File: src/rtl/bus_demux_pkg.sv
// Shared types and constants for the 1-to-3 memory-side request router.
// Latency: n/a (types and a pure function only).
// Backpressure: n/a.
package bus_demux_pkg;

    typedef enum logic [1:0] {
        IDLE  = 2'd0,
        ISSUE = 2'd1,
        WAIT  = 2'd2,
        RESP  = 2'd3
    } state_t;

    localparam logic [1:0] TGT_RAM  = 2'd0;
    localparam logic [1:0] TGT_MMIO = 2'd1;
    localparam logic [1:0] TGT_ROM  = 2'd2;
    localparam logic [1:0] TGT_NONE = 2'd3;

    // TGT_NONE maps to no target at all, so a stray sel can never raise a valid.
    function automatic logic [2:0] sel_onehot(input logic [1:0] sel);
        case (sel)
            TGT_RAM:  sel_onehot = 3'b001;
            TGT_MMIO: sel_onehot = 3'b010;
            TGT_ROM:  sel_onehot = 3'b100;
            default:  sel_onehot = 3'b000;
        endcase
    endfunction

endpackage

File: src/rtl/addr_decoder_3.sv
// Address decoder: maps a byte address onto one of three base/mask regions.
// Latency: purely combinational.
// Backpressure: none; region 0 wins over 1, which wins over 2, on overlap.
module addr_decoder_3 #(
    parameter logic [31:0] BASE0 = 32'h0000_0000,
    parameter logic [31:0] MASK0 = 32'hFFFF_0000,
    parameter logic [31:0] BASE1 = 32'h1000_0000,
    parameter logic [31:0] MASK1 = 32'hFFFF_F000,
    parameter logic [31:0] BASE2 = 32'h2000_0000,
    parameter logic [31:0] MASK2 = 32'hFFFF_0000
) (
    input  logic [31:0] i_addr,
    output logic        o_hit,
    output logic [1:0]  o_sel
);
    import bus_demux_pkg::*;

    // Priority match of the address against the three regions.
    always_comb begin
        o_hit = 1'b0;
        o_sel = TGT_NONE;
        if ((i_addr & MASK0) == BASE0) begin
            o_hit = 1'b1;
            o_sel = TGT_RAM;
        end else if ((i_addr & MASK1) == BASE1) begin
            o_hit = 1'b1;
            o_sel = TGT_MMIO;
        end else if ((i_addr & MASK2) == BASE2) begin
            o_hit = 1'b1;
            o_sel = TGT_ROM;
        end
    end

endmodule

File: src/rtl/bus_demux_3_outputs.sv
// Registered 1-to-3 request router (RAM / MMIO / ROM), one transaction in flight.
// Latency: mapped zero-wait read = response valid 3 cycles after accept; unmapped = 1 cycle.
// Backpressure: in_ready only in IDLE; waits on tgt_ready, tgt_resp_valid and in_resp_ready.
// Optional watchdog on ISSUE/WAIT enabled by macro BUS_DEMUX_TIMEOUT_EN.
module bus_demux_3_outputs #(
    parameter logic [31:0] BASE0          = 32'h0000_0000,
    parameter logic [31:0] MASK0          = 32'hFFFF_0000,
    parameter logic [31:0] BASE1          = 32'h1000_0000,
    parameter logic [31:0] MASK1          = 32'hFFFF_F000,
    parameter logic [31:0] BASE2          = 32'h2000_0000,
    parameter logic [31:0] MASK2          = 32'hFFFF_0000,
    parameter int unsigned TIMEOUT_CYCLES = 256
) (
    input  logic        clk,
    input  logic        resetn,
    input  logic        in_valid,
    output logic        in_ready,
    input  logic [31:0] in_addr,
    input  logic [31:0] in_wdata,
    input  logic        in_we,
    input  logic [3:0]  in_wstrb,
    output logic        in_resp_valid,
    input  logic        in_resp_ready,
    output logic [31:0] in_rdata,
    output logic        in_err,
    output logic [2:0]  tgt_valid,
    input  logic [2:0]  tgt_ready,
    output logic [31:0] tgt_addr,
    output logic [31:0] tgt_wdata,
    output logic        tgt_we,
    output logic [3:0]  tgt_wstrb,
    input  logic [2:0]  tgt_resp_valid,
    input  logic [95:0] tgt_rdata
);
    import bus_demux_pkg::*;

    state_t      r_state;
    state_t      w_state_nxt;
    logic [1:0]  r_sel;
    logic [31:0] r_addr;
    logic [31:0] r_wdata;
    logic        r_we;
    logic [3:0]  r_wstrb;
    logic [31:0] r_rdata;
    logic        r_err;

    logic        w_hit;
    logic [1:0]  w_sel;
    logic [2:0]  w_sel_oh;
    logic        w_accept;
    logic        w_tgt_hs;
    logic        w_tgt_resp;
    logic        w_timeout;
    logic [31:0] w_sel_rdata;

    addr_decoder_3 #(
        .BASE0 (BASE0), .MASK0 (MASK0),
        .BASE1 (BASE1), .MASK1 (MASK1),
        .BASE2 (BASE2), .MASK2 (MASK2)
    ) u_dec (
        .i_addr (in_addr),
        .o_hit  (w_hit),
        .o_sel  (w_sel)
    );

    // Only the latched target's ready/response bits are ever looked at.
    assign w_sel_oh   = sel_onehot(r_sel);
    assign w_accept   = (r_state == IDLE) && in_valid;
    assign w_tgt_hs   = (r_state == ISSUE) && |(tgt_ready & w_sel_oh);
    assign w_tgt_resp = (r_state == WAIT) && |(tgt_resp_valid & w_sel_oh);

    // Read-data slice of the selected target.
    always_comb begin
        w_sel_rdata = 32'h0;
        case (r_sel)
            TGT_RAM:  w_sel_rdata = tgt_rdata[31:0];
            TGT_MMIO: w_sel_rdata = tgt_rdata[63:32];
            TGT_ROM:  w_sel_rdata = tgt_rdata[95:64];
            default:  w_sel_rdata = 32'h0;
        endcase
    end

`ifdef BUS_DEMUX_TIMEOUT_EN
    localparam int TO_W = $clog2(TIMEOUT_CYCLES) + 1;
    logic [TO_W-1:0] r_to_cnt;

    // Watchdog: zero in the first ISSUE cycle, counts every ISSUE/WAIT cycle.
    always_ff @(posedge clk or negedge resetn) begin
        if (!resetn) begin
            r_to_cnt <= '0;
        end else if (w_accept) begin
            r_to_cnt <= '0;
        end else if ((r_state == ISSUE) || (r_state == WAIT)) begin
            r_to_cnt <= r_to_cnt + TO_W'(1);
        end
    end

    assign w_timeout = ((r_state == ISSUE) || (r_state == WAIT)) &&
                       (r_to_cnt == TO_W'(TIMEOUT_CYCLES - 1));
`else
    logic w_unused_timeout;
    assign w_unused_timeout = ^TIMEOUT_CYCLES;
    assign w_timeout        = 1'b0;
`endif

    // State register.
    always_ff @(posedge clk or negedge resetn) begin
        if (!resetn) r_state <= IDLE;
        else         r_state <= w_state_nxt;
    end

    // Next-state logic; a real response beats a simultaneous watchdog expiry.
    always_comb begin
        w_state_nxt = r_state;
        case (r_state)
            IDLE:  if (in_valid) w_state_nxt = w_hit ? ISSUE : RESP;
            ISSUE: if (w_timeout) w_state_nxt = RESP;
                   else if (w_tgt_hs) w_state_nxt = WAIT;
            WAIT:  if (w_tgt_resp || w_timeout) w_state_nxt = RESP;
            RESP:  if (in_resp_ready) w_state_nxt = IDLE;
            default: w_state_nxt = IDLE;
        endcase
    end

    // State-decoded handshake outputs.
    always_comb begin
        in_ready      = (r_state == IDLE);
        in_resp_valid = (r_state == RESP);
        tgt_valid     = (r_state == ISSUE) ? w_sel_oh : 3'b000;
    end

    // Request payload and response registers.
    always_ff @(posedge clk or negedge resetn) begin
        if (!resetn) begin
            r_sel   <= TGT_NONE;
            r_addr  <= 32'h0;
            r_wdata <= 32'h0;
            r_we    <= 1'b0;
            r_wstrb <= 4'h0;
            r_rdata <= 32'h0;
            r_err   <= 1'b0;
        end else if (w_accept) begin
            r_sel   <= w_sel;
            r_addr  <= in_addr;
            r_wdata <= in_wdata;
            r_we    <= in_we;
            r_wstrb <= in_wstrb;
            r_rdata <= 32'h0;
            r_err   <= !w_hit;
        end else if (w_tgt_resp) begin
            r_rdata <= r_we ? 32'h0 : w_sel_rdata;
            r_err   <= 1'b0;
        end else if (w_timeout) begin
            r_rdata <= 32'h0;
            r_err   <= 1'b1;
        end else if ((r_state == RESP) && in_resp_ready) begin
            r_rdata <= 32'h0;
            r_err   <= 1'b0;
        end
    end

    assign tgt_addr  = r_addr;
    assign tgt_wdata = r_wdata;
    assign tgt_we    = r_we;
    assign tgt_wstrb = r_wstrb;
    assign in_rdata  = r_rdata;
    assign in_err    = r_err;

endmodule

File: config.mk
export PLATFORM = sky130hd
export DESIGN_NAME = bus_demux_3_outputs
export DESIGN_NICKNAME = d
export VERILOG_FILES = /design/src/rtl/bus_demux_pkg.sv /design/src/rtl/addr_decoder_3.sv /design/src/rtl/bus_demux_3_outputs.sv
export SDC_FILE = /design/constraint.sdc
export NUM_CORES = 1
export LEC_CHECK = 0
export ABC_AREA = 1
export CAP_MARGIN = 20
export CORE_MARGIN = 1.5
export CORE_UTILIZATION = 36
export DETAILED_ROUTE_END_ITERATION = 8
export PLACE_DENSITY = 0.88
export SLEW_MARGIN = 40
export SYNTH_ARGS = -nofsm -noshare
export SYNTH_HDL_FRONTEND = slang
export SYNTH_HIERARCHICAL = 1
export SYNTH_SLANG_ARGS = --single-unit
File: constraint.sdc
create_clock -name clk -period 1.4 [get_ports clk]
set_input_delay 0.21 -clock clk [delete_from_list [all_inputs] [get_ports clk]]
set_output_delay 0.21 -clock clk [all_outputs]
set_load 0.02 [all_outputs]
== After elaboration in Yosys (flattened, before gate mapping) ==
Cells that the tools add are included.

* Add/sub/neg operators: 0
* Multipliers: 0
* Div/mod/pow operators: 0
* Order comparisons: 0
* Equality and inequality tests: 11
* Shift-type cells: 0
* Mux-type cells: 22
* Bitwise logic cells: 2
* Reductions and logical operators: 12

{| class="wikitable"
|+ Operators by type and width
! operator !! count
|-
| two-way mux 32 bit || 4
|-
| one-hot mux 32 bit (3 select lines) || 1
|-
| logical NOT 32 bit || 1
|-
| == test 20 x 17 -> 1 bit (second input constant) || 1
|-
| == test 16 x 14 -> 1 bit (second input constant) || 1
|-
| two-way mux 2 bit || 7
|-
| one-hot mux 3 bit (3 select lines) || 1
|-
| one-hot mux 2 bit (4 select lines) || 1
|-
| two-way mux 1 bit || 7
|-
| bitwise AND 3 bit || 2
|-
| == test 2 bit (second input constant) || 3
|-
| != test 2 bit (second input constant) || 3
|-
| OR reduction 3 bit || 2
|-
| == test 2 x 1 -> 1 bit (second input constant) || 2
|-
| logical AND 1 bit || 4
|-
| logical NOT 2 bit || 2
|-
| AND reduction 4 bit || 1
|-
| two-way mux 3 bit || 1
|-
| nonzero test 3 bit || 1
|-
| != test 2 x 1 -> 1 bit (second input constant) || 1
|-
| logical NOT 1 bit || 1
|}

* Register bits: 106
* Latch bits: 0
* Bits in writable memories: 0
* Bits in read-only memories: 0
* Input port bits: 175
* Output and inout bits: 107
* Logic and storage cells: 55
* Memories: 0

== Logic depth before layout (Yosys ltp) ==
Gate-level depths: netlist (run 1).

* Depth in word-level cells: 7
* Gate-level depth with buffers: 10
* Gate-level depth less buffers: 10

== Cells and area by module ==
Netlist (run 1), hierarchy kept.

{| class="wikitable"
|+ Modules (own cells, without submodules)
! module !! times used !! cells each !! area each (µm²) !! sequential area each (µm²)
|-
| bus_demux_3_outputs || 1 || 629 || 5152.4 || 2655.0
|-
| addr_decoder_3 || 1 || 49 || 200.2 || 0.0
|}

== Worst setup path after synthesis (run 1) ==
OpenSTA, ideal clock, no wires.

* Path kind: register -> register
* Start: register r_state[0]
* End: register r_addr[0], in the netlist tgt_addr[0]
* Setup time: 0.066 ns
* Arrival: 1.520 ns
* Required time: 1.334 ns
* Slack: -0.185 ns
* Cell stages (with the launch flop): 8
* Path buffers: 2
* Period minus slack after synthesis: 1.585 ns
* Path through: dfrtp_1 inv_1 ha_1 nand2_2 buf_2 clkbuf_1 nand2_1 nand2_1

* Word-level cells in the longest chain between the ends: 2

{| class="wikitable"
|+ Ends and longest elaborated chain
! what !! line !! source
|-
| start, declared || bus_demux_3_outputs.sv:37 || <nowiki>state_t r_state;</nowiki>
|-
| start signal, assigned || bus_demux_3_outputs.sv:109 || <nowiki>else r_state <= w_state_nxt;</nowiki>
|-
| logical NOT 2 bit || -- ||
|-
| net in_ready || bus_demux_3_outputs.sv:17 || <nowiki>output logic in_ready,</nowiki>
|-
| logical AND 1 bit || bus_demux_3_outputs.sv:68 || <nowiki>assign w_accept = (r_state == IDLE) && in_valid;</nowiki>
|-
| end signal, assigned || bus_demux_3_outputs.sv:144 || <nowiki>r_addr <= in_addr;</nowiki>
|-
| end, declared || bus_demux_3_outputs.sv:40 || <nowiki>logic [31:0] r_addr;</nowiki>
|}

The timed path passes the listed nets, and every way through them passes these cells.
A chain may end at the register's enable or synchronous reset.

== Worst setup path after layout (run 1) ==
* Start: register r_sel[1]
* End: register r_rdata[15], in the netlist in_rdata[15]

* Word-level cells in the longest chain between the ends: 7
* Elaborated cells on any way between the ends: 12
* Those cells by class: eq/ne: 2; mux: 5; bitwise: 1; reduce/logical: 4

{| class="wikitable"
|+ Ends and longest elaborated chain
! what !! line !! source
|-
| start, declared || bus_demux_3_outputs.sv:39 || <nowiki>logic [1:0] r_sel;</nowiki>
|-
| start signal, assigned || bus_demux_3_outputs.sv:143 || <nowiki>r_sel <= w_sel;</nowiki>
|-
| == test 2 bit (tied with other cells) || bus_demux_pkg.sv:20, bus_demux_3_outputs.sv:75 ||
|-
| one-hot mux 3 bit (3 select lines) || bus_demux_pkg.sv:20 || <nowiki>case (sel)</nowiki>
|-
| bitwise AND 3 bit || bus_demux_3_outputs.sv:70 || <nowiki>assign w_tgt_resp = (r_state == WAIT) && |(tgt_resp_valid & w_sel_oh);</nowiki>
|-
| OR reduction 3 bit || bus_demux_3_outputs.sv:70 ||
|-
| logical AND 1 bit || bus_demux_3_outputs.sv:70 ||
|-
| two-way mux 32 bit || bus_demux_3_outputs.sv:150 || <nowiki>end else if (w_tgt_resp) begin</nowiki>
|-
| two-way mux 32 bit || bus_demux_3_outputs.sv:142 || <nowiki>end else if (w_accept) begin</nowiki>
|-
| end signal, assigned || bus_demux_3_outputs.sv:151 || <nowiki>r_rdata <= r_we ? 32'h0 : w_sel_rdata;</nowiki>
|-
| end, declared || bus_demux_3_outputs.sv:44 || <nowiki>logic [31:0] r_rdata;</nowiki>
|}

Several ways; a longest one is shown, not always the timed one.

==> results of run 1 <==
-- per-stage QoR --
stage / utilization, % / setup TNS [ps] / area, um^2 / power, uW / hold slack, ps
final: 70.56 / -14590 / 10250 / 20980 / 293.4
after global routing: 70.56 / -19860 / 10250 / 22210 / 294.3
after detailed placement: 59.12 / -9104 / 8592 / 15970 / 111.5
after CTS: 68.14 / -13360 / 9903 / 20260 / 287.3
after floorplan: - / -20.87 / 5391 / 11130 / -85.59
after global placement: 59.12 / -6731 / 8592 / 15690 / 116.0
-- sequential cells by signal, indices dropped and copies added, names as in the netlist --
register / cells
in_rdata: 32
tgt_wstrb: 4
r_state: 2
tgt_addr: 32
in_err: 1
tgt_we: 1
tgt_wdata: 32
r_sel: 2
-- power by group through the flow --
stage               combinational, uW  sequential [uW]  clock, uW
floorplan                        4390             6750          0
global placement                10500             5170          0
detailed placement              10800             5210          0
CTS                             12300             5210       2710
global route                    13900             5470       2850
finish                          13000             5300       2660
-- logic make-up after synthesis --
| group | after synthesis |
|---|---|
| AND/OR/NAND/NOR | 461 |
| buffers and inverters | 67 |
| flip-flops | 106 |
| adder cells (fa/ha/maj) | 5 |
| AO/OA/AOI/OAI | 39 |
-- synthesized netlist by cell type (all sizes together) --
cell type / number / area, um^2
inv: 29 / 113.9
buf: 30 / 239.0
ha: 5 / 62.56
clkbuf: 8 / 40.04
dfrtp: 104 / 2603
a21oi: 1 / 5.000
nand2: 361 / 1373
nand3: 78 / 425.4
dfstp: 2 / 52.55
nor3: 4 / 20.02
nand4: 1 / 6.260
o21ai: 37 / 297.8
nor2: 16 / 102.6
or2: 1 / 6.260
o22ai: 1 / 6.260
-- placed cells by master (no fill, tap or decap), types with 2 or more instances in the layout --
master           netlist  routed
buf_6                 13      16
clkdlybuf4s50_1        0     173
nand2_4                1      48
nor2_2                 1       3
nand2_8                0       2
dfrtp_1              104     104
dlygate4sd2_1          0     102
nand2_2                4     102
buf_4                  3      24
inv_2                  0       2
nor2_1                12      10
inv_1                 27      22
buf_8                  0       2
ha_4                   0       3
dfstp_2                2       2
o21ai_1                2       3
nand3_2                2      18
inv_4                  2       4
clkinv_2               0       2
ha_2                   0       2
nor2_8                 2       2
clkbuf_16              0      10
buf_16                 0       8
nand3_1               74      56
nor3_2                 0       2
nand2_1              356     209
nand3_4                2       4
buf_12                 0      27
o21ai_2               30      33
-- area by class of cell --
class                           count  area share [%]
Clock buffer                       11           2.367
Clock inverter                      5          0.5857
Inverter                           29           1.318
Multi-Input combinational cell    505           30.43
Sequential cell                   106           25.89
Tap cell                          184           2.245
Timing Repair Buffer              354           37.16
-- worst min-delay path by stage --
stage / from / cells after the start / slack [ps] / to
final: resetn / 2 / 290 / in_rdata[19]
after global routing: resetn / 2 / 290 / in_rdata[19]
after CTS: resetn / 2 / 290 / in_rdata[20]
after detailed placement: resetn / 1 / 110 / in_rdata[19]
after global placement: resetn / 1 / 120 / in_rdata[19]
after floorplan: resetn / 0 / -90 / in_err
-- what timing repair did --
item	in CTS	in global routing
resized for setup	285	136
gates cloned	15	1
setup endpoints to repair	213	111
endpoints found under the hold margin	16	0
buffers inserted	22	5
pin swaps	40	43
hold buffers	1	0
-- routing by layer --
| layer | vias to the layer above | GRT usage (%) | share of wire, % |
|---|---|---|---|
| li1 | 2778 | - | - |
| met1 | 2864 | 28.23 | 36 |
| met2 | 244 | 45.70 | 53 |
| met3 | 55 | 6.932 | 7.3 |
| met4 | 0 | 10.76 | 3.4 |
| met5 | - | 0 | 0 |
-- worst max-delay path: cells and delay by family (launching register included) --
| kind | cells | cell delay [ps] |
|---|---|---|
| flip-flops | 1 | 570 |
| AND/OR/NAND/NOR | 4 | 430 |
| AO/OA/AOI/OAI | 1 | 120 |
| buffers and inverters | 4 | 420 |
==> impl_metrics.toml, run 1 <==
[clock_network]
root_buffer = "clkbuf_16"
cts.path.max_buffers = 2
clk_pin_slew_ps = 80
clock_sinks = 106
numCtsBuffers = 9
clk_latency_ps = 350
cts_tree = "done"
htreeDepth = 3

[floorplanning]
io_pins = 282
dieHeight_um = 124.9
rows = 44
core_um2 = 14530
die-area_um2 = 15610
die_w_um = 124.9
start_util_pct = 36.83

[setup_path]
r2r_end = "in_rdata[15]"
end_kind = "flop"
worstSetupStartpoint = "r_sel[1]"
crit_path_frequent_cell = "nand2_1"
crit_slowest_cell = "dfstp_2"
cp.arrival_ps = 1890
r2r.worst_path.cells = 9
slowest_delay_ps = 570
cp_cell_sequence = "inv_4, buf_6, nor2_4, buf_12, buf_16, nand2_1, nand3_1, nand2_1, o21ai_2"
crit_type = "flop to flop"
required_ps = 1680
start_kind = "flop"
path_max_fanout = 8
r2r-start = "r_sel[1]"
crit_end = "in_rdata[15]"
reg2reg_slack_ps = -200

[routing]
vias_per_cell = 4.976
drc = 0
first_pass_iters = 4
drt-total-wl_um = 20850
vias = 5941
first_iter_violations = 194
wire_per_inst_um = 17.46
antenna_left = 0

[pwr]
comb_power_share_pct = 62.1
power_density_nw_per_um2 = 2046
power_frac_seq_pct = 25.3
peakVddDrop_v = 0.001129
p_leak_uw = 0.005271
power_switching_uw = 9416
intPower_uw = 11570
clock_power_share_pct = 12.7
switching_share_pct = 44.87

[cells_and_area]
seqCellArea_um2 = 2655
drive_above_1_share_pct = 32.08
syn_to_final_growth_pct = 91.58
diodes = 0
fin_cells = 1194
multiInputGateArea_um2 = 3120
fill_cells = 1014
nets = 1185

[sta]
skew_ps = 9.527
slew_headroom_pct = 73.89
min_period_ps = 1604
finalMaxSlewViolations = 0
max_slew.worst_pin.slew_ps = 387.6
rsz0062_at_grt = "true"
hold_viol = 0
setup_slack_ps = -203.8
clock.fmax_mhz = 623.5
finalSetupViolCount = 111
fin_crit_sh_pct = 114.6

[global_route]
track_usage_pct = 25.39
grt_antenna_before_repair = 0
grt_first_pass_wirelength_um = 31550
grt_max_degree = 46
grt_pass1_vias = 6125
grt_overflow = 0

[synth]
yosys.area_share.xor_xnor_pct = 0
synthCells = 678
syn_nets = 858
synth_area_um2 = 5353
yosysUniqueCellTypes = 28
synth_mux_area_share_pct = 0
yosysWarnings = 6
synth_fa_ha_area_share_pct = 1.169
synthSimpleGateAreaFrac_pct = 36.12
synth_compound_area_share_pct = 5.774
synth_area_per_cell_um2 = 7.895
ys_ff_latch = 106
ys_seq_area_share_pct = 49.60
synth_top_family_by_area = "simple AND/OR/NAND/NOR gates"

[place]
place_congestion = 0.7816
place_inst = 1144
hpwlAfterDp_um = 12510
post-place-ws_ps = -284.7
place.port_buffers = 281

[job]
cap_violations = 0

[min_path]
hold_path.class = "primary input to async pin"

[status]
status = "finished with violations"
violations = "negative setup slack"
(Power assumes the default switching activity.)
==> run 2: changes to the inputs <==
TNS_END_PERCENT = 5   (was unset)
==> run 2 against run 1 <==
  * Sequential share of layout area grew 3.9 points
  * Maximum frequency is 2.3% higher
  * Design area fell by 13%
  * Flip-flop and latch count is the same
  * Clock power decreased by 9.0%
  * Hold slack got worse by 33 ps
  * Total power is 15% lower
  * Setup slack better by 36 ps
  * The flow still finishes with violations (negative setup slack)
  * Register-to-register slack better by 40 ps
  * Clock-buffer cell count decreased by 1
==> impl_metrics.toml, run 2 (synthesized netlist as in run 1, its figures left out) <==
[min_path]
hold_path.class = "primary input to async pin"

[sta]
min_period_ps = 1568
fin_crit_sh_pct = 112.0
hold_viol = 0
finalMaxSlewViolations = 0
skew_ps = 9.035
rsz0062_at_grt = "true"
slew_headroom_pct = 80.80
clock.fmax_mhz = 637.7
setup_slack_ps = -168.2
max_slew.worst_pin.slew_ps = 287.1
finalSetupViolCount = 52

[cells_and_area]
multiInputGateArea_um2 = 2445
final_area_um2 = 8906
syn_to_final_growth_pct = 66.39
final_cell_mix = "349 x nand2_1, 173 x clkdlybuf4s50_1, 104 x dfrtp_1"
nets = 1149
diodes = 0
fill_cells = 1269
final_common_cell = "nand2_1"
drive_above_1_share_pct = 13.55
seqCellArea_um2 = 2655

[setup_path]
end_kind = "flop"
crit_type = "flop to flop"
r2r-start = "r_sel[1]"
worstSetupStartpoint = "r_sel[1]"
reg2reg_slack_ps = -170
cp.arrival_ps = 1800
required_ps = 1630
start_kind = "flop"
r2r.worst_path.cells = 8
crit_end = "r_state[0]"
path_max_fanout = 4
r2r_end = "r_state[0]"

[place]
placed_area_um2 = 8529
place.port_buffers = 281
post-place-ws_ps = -296.9
place_congestion = 0.7821
hpwlAfterDp_um = 12480

[routing]
drt-total-wl_um = 17230
first_pass_iters = 4
vias_per_cell = 4.786
first_iter_violations = 244
drc = 0
antenna_left = 0
vias = 5542
wire_per_inst_um = 14.88

[floorplanning]
start_util_pct = 36.83
dieHeight_um = 124.9
io_pins = 282
rows = 44
core_um2 = 14530
die-area_um2 = 15610
die_w_um = 124.9

[clock_network]
clk_latency_ps = 350
numCtsBuffers = 9
clk_pin_slew_ps = 70
cts_tree = "done"
htreeDepth = 3
cts.path.max_buffers = 2
root_buffer = "clkbuf_16"
clock_sinks = 106

[global_route]
grt_max_degree = 51
grt_first_pass_wirelength_um = 27470
grt_overflow = 0
grt_pass1_vias = 5624
grt_antenna_before_repair = 0
track_usage_pct = 21.58

[pwr]
peakVddDrop_v = 0.001012
p_leak_uw = 0.004580
power_density_nw_per_um2 = 2010

[job]
cap_violations = 0

[status]
status = "finished with violations"
violations = "negative setup slack"
## run 2: changes by cell type in the layout (fill, tap and decap cells not counted), sizes merged
cell / before / now
buf: 77 / 40
bufinv: 1 / 0
clkinv: 2 / 3
clkinvlp: 0 / 1
## run 2: what timing repair did
item	CTS	global route
buffers inserted	2	0
pin swaps	3	3
hold buffers	1	0
cloned	0	2
gates resized for setup	156	16
setup endpoints to repair	212	105
endpoints found under the hold margin	104	0
## run 2: how the worst min path moves through the flow
stage,startpoint,endpoint,slack [ps]
after detailed placement,resetn,in_rdata[0],60
after floorplan,resetn,in_err,-90
after CTS,resetn,in_rdata[0],240
after global placement,resetn,in_rdata[0],60
final,resetn,in_rdata[0],260
after global routing,resetn,in_rdata[10],250
## run 2: worst max-delay path, cell delays in order, from the launching register on
cell and delay [ps]:
dfstp_2 580, buf_4 210, nand3_1 100, nand2_1 80, nor2_1 50, nor2_1 190
nand2_1 120, nand2_1 70, nand2_1 50
## run 2: layout make-up
cell class                      instances  share of cell area [%]
Multi-Input combinational cell        505                   27.45
Inverter                               29                   1.391
Sequential cell                       106                   29.81
Clock buffer                           10                   2.571
Timing Repair Buffer                  318                   35.63
Clock inverter                          6                  0.5620
Tap cell                              184                   2.585
## run 2: through the flow
step	TNS [ps]	cells	utilization (%)	total power (uW)	hold WS, ps
floorplan	-122.9	678	-	11100	-85.59
global placement	-7538	1138	58.69	15640	59.67
detailed placement	-10220	1138	58.69	15920	60.72
CTS	-4433	1156	60.47	17700	239.5
global route	-12510	1158	61.28	19140	254.2
finish	-5071	1158	61.28	17900	260.7
## run 2: where the power goes
part | internal, uW | total, uW | leakage [uW] | switching (uW)
Combinational | 4160 | 10300 | 0.00308 | 6150
Clock | 1230 | 2420 | 0.000135 | 1190
Sequential | 4430 | 5170 | 0.00136 | 743
Total | 9820 | 17900 | 0.00458 | 8080
## run 2: routing by layer
layer  up-vias  part of all wire (%)  global-route usage (%)
met3        32                   7.6                   5.862
met5         -                     0                       0
met4         0                   2.7                   8.824
met1      2584                    39                   24.75
li1       2698                     -                       -
met2       228                    50                   38.17
